## config.mk

```make
export PLATFORM = sky130hd
export DESIGN_NAME = bus_sequencer
export DESIGN_NICKNAME = d
export VERILOG_FILES = /design/src/rtl/bus_sequencer.sv
export SDC_FILE = /design/constraint.sdc
export NUM_CORES = 1
export LEC_CHECK = 0
export CORE_ASPECT_RATIO = 1.1
export CORE_MARGIN = 5
export CORE_UTILIZATION = 64
export DETAILED_ROUTE_END_ITERATION = 12
export DONT_BUFFER_PORTS = 1
export PLACE_DENSITY = 0.91
export SYNTH_ARGS = -nofsm -noshare
export SYNTH_HDL_FRONTEND = slang
export SYNTH_SLANG_ARGS = --single-unit
```

## constraint.sdc

```tcl
create_clock -name CLKb -period 2.9 [get_ports CLKb]
set_input_delay 0.725 -clock CLKb [delete_from_list [all_inputs] [get_ports CLKb]]
set_output_delay 0.725 -clock CLKb [all_outputs]
set_load 0.05 [all_outputs]
```

## src/rtl/bus_sequencer.sv

```systemverilog
// Purpose : control sequencer for a tri-state register bus with an A/G ALU pair.
// Latency : Done 1 cycle after Go is sampled (LOAD, COPY, illegal), 3 cycles for ADD/SUB.
// Backpr. : none; Go is only accepted in IDLE and ignored while Busy, so the issuer must wait.
//
// Ports
//   CLKb        clock; all state updates on the falling edge
//   Rstb        synchronous active-low reset, sampled on the falling edge
//   Go, Instr   instruction strobe and word: [9:6] opcode, [5:4] reserved, [3:2] Rx, [1:0] Ry
//   Rin, Rout   one-hot load / bus-drive enables for R0..R3
//   ExtOut      external data onto the bus
//   Ain, Gin    load ALU operand A / result G
//   Gout        G onto the bus
//   AddSub      0 = add, 1 = subtract (driven only while Gin is high)
//   Busy, Done, Illegal, InstrCount  status

module bus_sequencer (
    input  logic       CLKb,
    input  logic       Rstb,
    input  logic       Go,
    input  logic [9:0] Instr,
    output logic [3:0] Rin,
    output logic [3:0] Rout,
    output logic       ExtOut,
    output logic       Ain,
    output logic       Gin,
    output logic       Gout,
    output logic       AddSub,
    output logic       Busy,
    output logic       Done,
    output logic       Illegal,
    output logic [7:0] InstrCount
);

    localparam logic [1:0] IDLE = 2'd0;
    localparam logic [1:0] T1   = 2'd1;
    localparam logic [1:0] T2   = 2'd2;
    localparam logic [1:0] T3   = 2'd3;

    localparam logic [3:0] OP_LOAD = 4'h0;
    localparam logic [3:0] OP_COPY = 4'h1;
    localparam logic [3:0] OP_ADD  = 4'h2;
    localparam logic [3:0] OP_SUB  = 4'h3;

    logic [1:0] state;
    logic [1:0] state_nxt;

    // Only the fields that steer the sequence are held; the reserved bits are dropped.
    logic [3:0] opcode_q;
    logic [1:0] rx_q;
    logic [1:0] ry_q;

    logic [3:0] rx_oh;
    logic [3:0] ry_oh;
    logic       is_arith;
    logic       unused_rsvd;

    assign unused_rsvd = ^Instr[5:4];

    assign rx_oh    = 4'b0001 << rx_q;
    assign ry_oh    = 4'b0001 << ry_q;
    assign is_arith = (opcode_q == OP_ADD) || (opcode_q == OP_SUB);

    always_comb begin
        state_nxt = state;
        case (state)
            IDLE:    state_nxt = Go ? T1 : IDLE;
            T1:      state_nxt = is_arith ? T2 : IDLE;
            T2:      state_nxt = T3;
            T3:      state_nxt = IDLE;
            default: state_nxt = IDLE;
        endcase
    end

    always_ff @(negedge CLKb) begin
        if (!Rstb) begin
            state      <= IDLE;
            opcode_q   <= '0;
            rx_q       <= '0;
            ry_q       <= '0;
            InstrCount <= '0;
        end else begin
            state <= state_nxt;
            // Instr is captured only on acceptance, so later changes cannot disturb the sequence.
            if (state == IDLE && Go) begin
                opcode_q <= Instr[9:6];
                rx_q     <= Instr[3:2];
                ry_q     <= Instr[1:0];
            end
            // Illegal opcodes also finish with Done, so they are counted too; wraps at 255.
            if (Done) begin
                InstrCount <= InstrCount + 8'd1;
            end
        end
    end

    // Every output is a pure function of state and the held instruction, so IDLE
    // (and therefore reset) forces all of them low.
    always_comb begin
        Rin     = '0;
        Rout    = '0;
        ExtOut  = 1'b0;
        Ain     = 1'b0;
        Gin     = 1'b0;
        Gout    = 1'b0;
        AddSub  = 1'b0;
        Done    = 1'b0;
        Illegal = 1'b0;
        Busy    = (state != IDLE);
        case (state)
            T1: begin
                case (opcode_q)
                    OP_LOAD: begin
                        ExtOut = 1'b1;
                        Rin    = rx_oh;
                        Done   = 1'b1;
                    end
                    OP_COPY: begin
                        // Rx == Ry reloads a register from itself: harmless.
                        Rout = ry_oh;
                        Rin  = rx_oh;
                        Done = 1'b1;
                    end
                    OP_ADD, OP_SUB: begin
                        Rout = rx_oh;
                        Ain  = 1'b1;
                    end
                    default: begin
                        Done    = 1'b1;
                        Illegal = 1'b1;
                    end
                endcase
            end
            T2: begin
                Rout   = ry_oh;
                Gin    = 1'b1;
                AddSub = opcode_q[0];
            end
            T3: begin
                Gout = 1'b1;
                Rin  = rx_oh;
                Done = 1'b1;
            end
            default: begin
            end
        endcase
    end

endmodule

```

==> impl_metrics.toml, run 1 <==
[synth]
synth_fa_ha_area_frac = 0.0768
avgSynthCellArea_sq_um = 8.08
netlist_instances = 121
synth_xor_area_frac = 0.0359
synth.area.top_cells = "dfxtp_1 (37%), ha_1 (7.7%), nand2_1 (6.1%)"
synth_top_family_by_area = "simple AND/OR/NAND/NOR gates"
synth-compound-area-share = 0.123
synth_mux_area_frac = 0.0205
ys_types = 27
synth-simple-area-share = 0.333
ys_ff_latch = 18
yosys.area.top_type = "dfxtp_1"
ys_seq_area_frac = 0.369
syn_nets = 140
syn-cell-area_sq_um = 977
ys_warn_count = 0
synth_top_area_frac = 0.369

[floorplanning]
die_y_um = 51.0
chipWidth_um = 47.3
rows = 14
start_util = 0.697
boundaryPins = 37

[run_status]
stop_error = "[ERROR DPL-0038] Utilization greater than 100%, impossible to legalize"
lastStage = "detailed placement"
run_status = "aborted with a tool error"

[placed_design]
gp_congestion = 0.870
portBuffers = 0
cells in the mapped netlist (all sizes together):
| master | n |
|---|---|
| or3 | 1 |
| o211ai | 2 |
| a21oi | 11 |
| clkbuf | 3 |
| nand2b | 3 |
| nor4b | 3 |
| xnor2 | 4 |
| o22ai | 1 |
| or4b | 1 |
| o21ai | 1 |
| or2 | 1 |
| o31ai | 2 |
| nand2 | 16 |
| nor2b | 2 |
| mux2i | 2 |
| o32ai | 1 |
| and2 | 3 |
| nand4 | 1 |
| inv | 8 |
| nor2 | 11 |
| nor3 | 4 |
| dfxtp | 18 |
| o21a | 2 |
| nand3 | 10 |
| ha | 6 |
| nor3b | 4 |
cell families after synthesis:
logic type | Yosys count
AO/OA/AOI/OAI | 20
multiplexers | 2
adder cells (fa/ha/maj) | 6
XOR/XNOR | 4
AND/OR/NAND/NOR | 60
flip-flops | 18
buffers and inverters | 11
per-stage QoR:
stage / hold WS, ns / cell area (sq um)
global placement: 0.485 / 1570
floorplan: 0.471 / 1110
==> run 2: changes to the inputs <==
==> config.mk (replaced) <==
export PLATFORM = sky130hd
export DESIGN_NAME = bus_sequencer
export DESIGN_NICKNAME = d
export VERILOG_FILES = /design/src/rtl/bus_sequencer.sv
export SDC_FILE = /design/constraint.sdc
export NUM_CORES = 1
export LEC_CHECK = 0
export CORE_AREA = 5 5 66 68
export DETAILED_ROUTE_END_ITERATION = 12
export DIE_AREA = 0 0 71 73
export DONT_BUFFER_PORTS = 1
export PLACE_DENSITY_LB_ADDON = 0.15
export SYNTH_ARGS = -nofsm -noshare
export SYNTH_HDL_FRONTEND = slang
export SYNTH_SLANG_ARGS = --single-unit
==> run 2 against run 1 <==
The flow now finishes, with violations (negative setup slack). Synthesized area unchanged. Synthesized cell count unchanged.
==> impl_metrics.toml, run 2 <==
[sta]
rsz0062_at_grt = "true"
report.final.slew_viol_count = 0
hold_viol_final = 0
tightest_slew_ns = 0.329
skew_ns = 0.0115
setup_violations = 24
max-slew-margin-rel = 0.778
fin_ws_ns = -0.988

[global_route]
grt_pass1_wl_mm = 5.26
grt_pass1_vias = 1187
grt_max_degree = 17
grt_overflow_total = 0
grt_use_total = 0.128
antenna_found_initial = 0

[cells_and_area]
top_register = "InstrCount"
diodes = 0
mostFrequentLayoutCells = "buf_4 (32), inv_1 (20), nand2_1 (16), buf_12 (14), a21oi_1 (10)"
largest_reg_flops = 8
nNetsFinal = 213
drive_above_1_share = 0.518
area_delta_synth_final_pct = 103
final_common_cell = "buf_4"
top_regs = "InstrCount: 8 flops, opcode_q: 4 flops"

[setup_path]
required_ns = 2.17
r2r_cells = 8
startpoint_type = "flip-flop"
critical_path_class = "reg -> out"
critPathCaptureType = "output pin"
crit_path_max_fanout = 4
reg2reg_to = "InstrCount[7]"
rrSetupSlack_ns = 0.88
critPathArrivalTime_ns = 3.16

[synth]
ys_warn_count = 0
synth_top_area_frac = 0.369
synth_commonest_cells = "dfxtp_1 (18), nand2_1 (16), a21oi_1 (11), nor2_1 (11), nand3_1 (10)"
syn-cell-area_sq_um = 977
synthFlopType = "dfxtp_1"
ys_types = 27
synth-edff-count = 0
synthMostInstantiatedCell = "dfxtp_1"
syn_nets = 140
avgSynthCellArea_sq_um = 8.08
netlist_instances = 121
ys_ff_latch = 18
yosys.area.top_type = "dfxtp_1"
synth.area.top_cells = "dfxtp_1 (37%), ha_1 (7.7%), nand2_1 (6.1%)"
synth-async-reset-ratio = 0
ys_seq_area_frac = 0.369

[floorplanning]
fp.coreArea_sq_mm = 0.00380
die_area_sq_mm = 0.00518
rows = 23
chipWidth_um = 71
die_y_um = 73
start_util = 0.257
boundaryPins = 37

[clock_tree]
hold_buffers = 0
clockBufferDepth = 2
cts.reportedPaths.clkPinSlew_ns = 0.03
ctsRootBufferMaster = "clkbuf_8"
cts_tree = "built"
cts_made_buffers = 3
htreeDepth = 1
cts_sinks = 18
clock_latency_ns = 0.33

[hold_path]
hp-class = "reg -> reg"
min_from = "InstrCount[1]"
whs_path_depth = 2
hold_end = "InstrCount[1]"

[power_and_ir_drop]
seq_power_share = 0.386
clkPwrFrac = 0.399
fin_total_pwr_mw = 0.698
p_switching_mw = 0.240
comb_power_share = 0.215
vdd_drop_max_mv = 0.224
p_per_area_mw_per_mm2 = 353
p_leak_nw = 0.824
switching_share = 0.344
internal_power_mw = 0.458

[route]
wl_mm = 3.08
vias = 1104
top_layer_used = "met4"
first_pass_iters = 2
ant_nets = 0
route.met3.wl_um = 166
drt_iter0_markers = 10
avgRoutedWirePerCell_um = 12.7
viasPerCell = 4.54
wl_met2_mm = 1.66
drc_errors = 0
wl_met1_mm = 1.22

[run_status]
run_status = "complete, but fails checks"
violations = "negative setup slack"

[placed_design]
place_ws_ns = -0.729
portBuffers = 0
gp_congestion = 0.757
hpwl_mm = 2.32

[flow_run]
drv_cap = 0
-- run 2: cell counts after synthesis --
No cell type changed its count.
-- run 2: worst max path at each step --
| stage | from | endpoint | slack (ns) | cells past startpoint |
|---|---|---|---|---|
| floorplan | flip-flop | Rin[2] | -0.72 | 5 |
| global placement | flip-flop | Rout[1] | -0.63 | 6 |
| detailed placement | flip-flop | Rout[2] | -0.73 | 7 |
| CTS | flip-flop | Rout[2] | -1.0 | 7 |
| global route | flip-flop | Rout[2] | -1.09 | 7 |
| finish | flip-flop | Rout[2] | -0.99 | 7 |
-- run 2: critical path: stages (launching register included) --
cell and delay (ns):
dfxtp_4 0.34, inv_4 0.05, ha_4 0.12, nor4b_4 0.22, a21oi_2 0.14, nor3b_2 0.21, o21a_2 0.17, buf_12 0.13
-- run 2: kinds of logic after synthesis --
group	count (synthesis)	synth area share
simple gates	60	0.333
compound gates	20	0.123
flops	18	0.369
buf+inv	11	0.0423
fa+ha+maj	6	0.0768
xor+xnor	4	0.0358
mux	2	0.0205
-- run 2: routing by layer --
layer | track usage | vias up
met5 | 0 | -
met4 | 0.0522 | 0
met3 | 0.0496 | 2
met2 | 0.239 | 26
met1 | 0.126 | 516
li1 | - | 560
-- run 2: area by class of cell --
class / instances / area (sq um)
clock buffers: 3 / 41.3
clock inverters: 19 / 72.6
fillers: 375 / 1820
inverters: 7 / 45.0
multi-input cells: 92 / 752
flip-flops and latches: 18 / 382
well taps: 50 / 62.6
repair buffers: 54 / 626
-- run 2: stage by stage --
step	setup TNS [ns]	area, sq um	hold WS (ns)	util	instances
after floorplan	-7.75	1110	0.471	-	121
after global placement	-7.59	1660	0.482	0.436	214
after detailed placement	-7.86	1660	0.489	0.436	214
after CTS	-13.46	1900	0.474	0.501	238
after global routing	-14.90	1980	0.513	0.521	243
final	-13.26	1980	0.469	0.521	243
-- run 2: timing repair --
item                                    4_1_cts  5_1_grt
pin swaps                                     8        5
setup buffers                                 4        5
gates resized for setup                      32       11
endpoints found under the setup margin       24       24
-- run 2: power by group through the flow --
stage          sequential, mW  clock [mW]  combinational [mW]
2_1_floorplan           0.281      0.0401              0.0683
3_3_place_gp            0.273      0.0401               0.131
3_5_place_dp            0.273      0.0401               0.133
4_1_cts                 0.269       0.297               0.143
5_1_grt                 0.271       0.338               0.160
6_report                0.270       0.278               0.150
(Power assumes the default switching activity.)
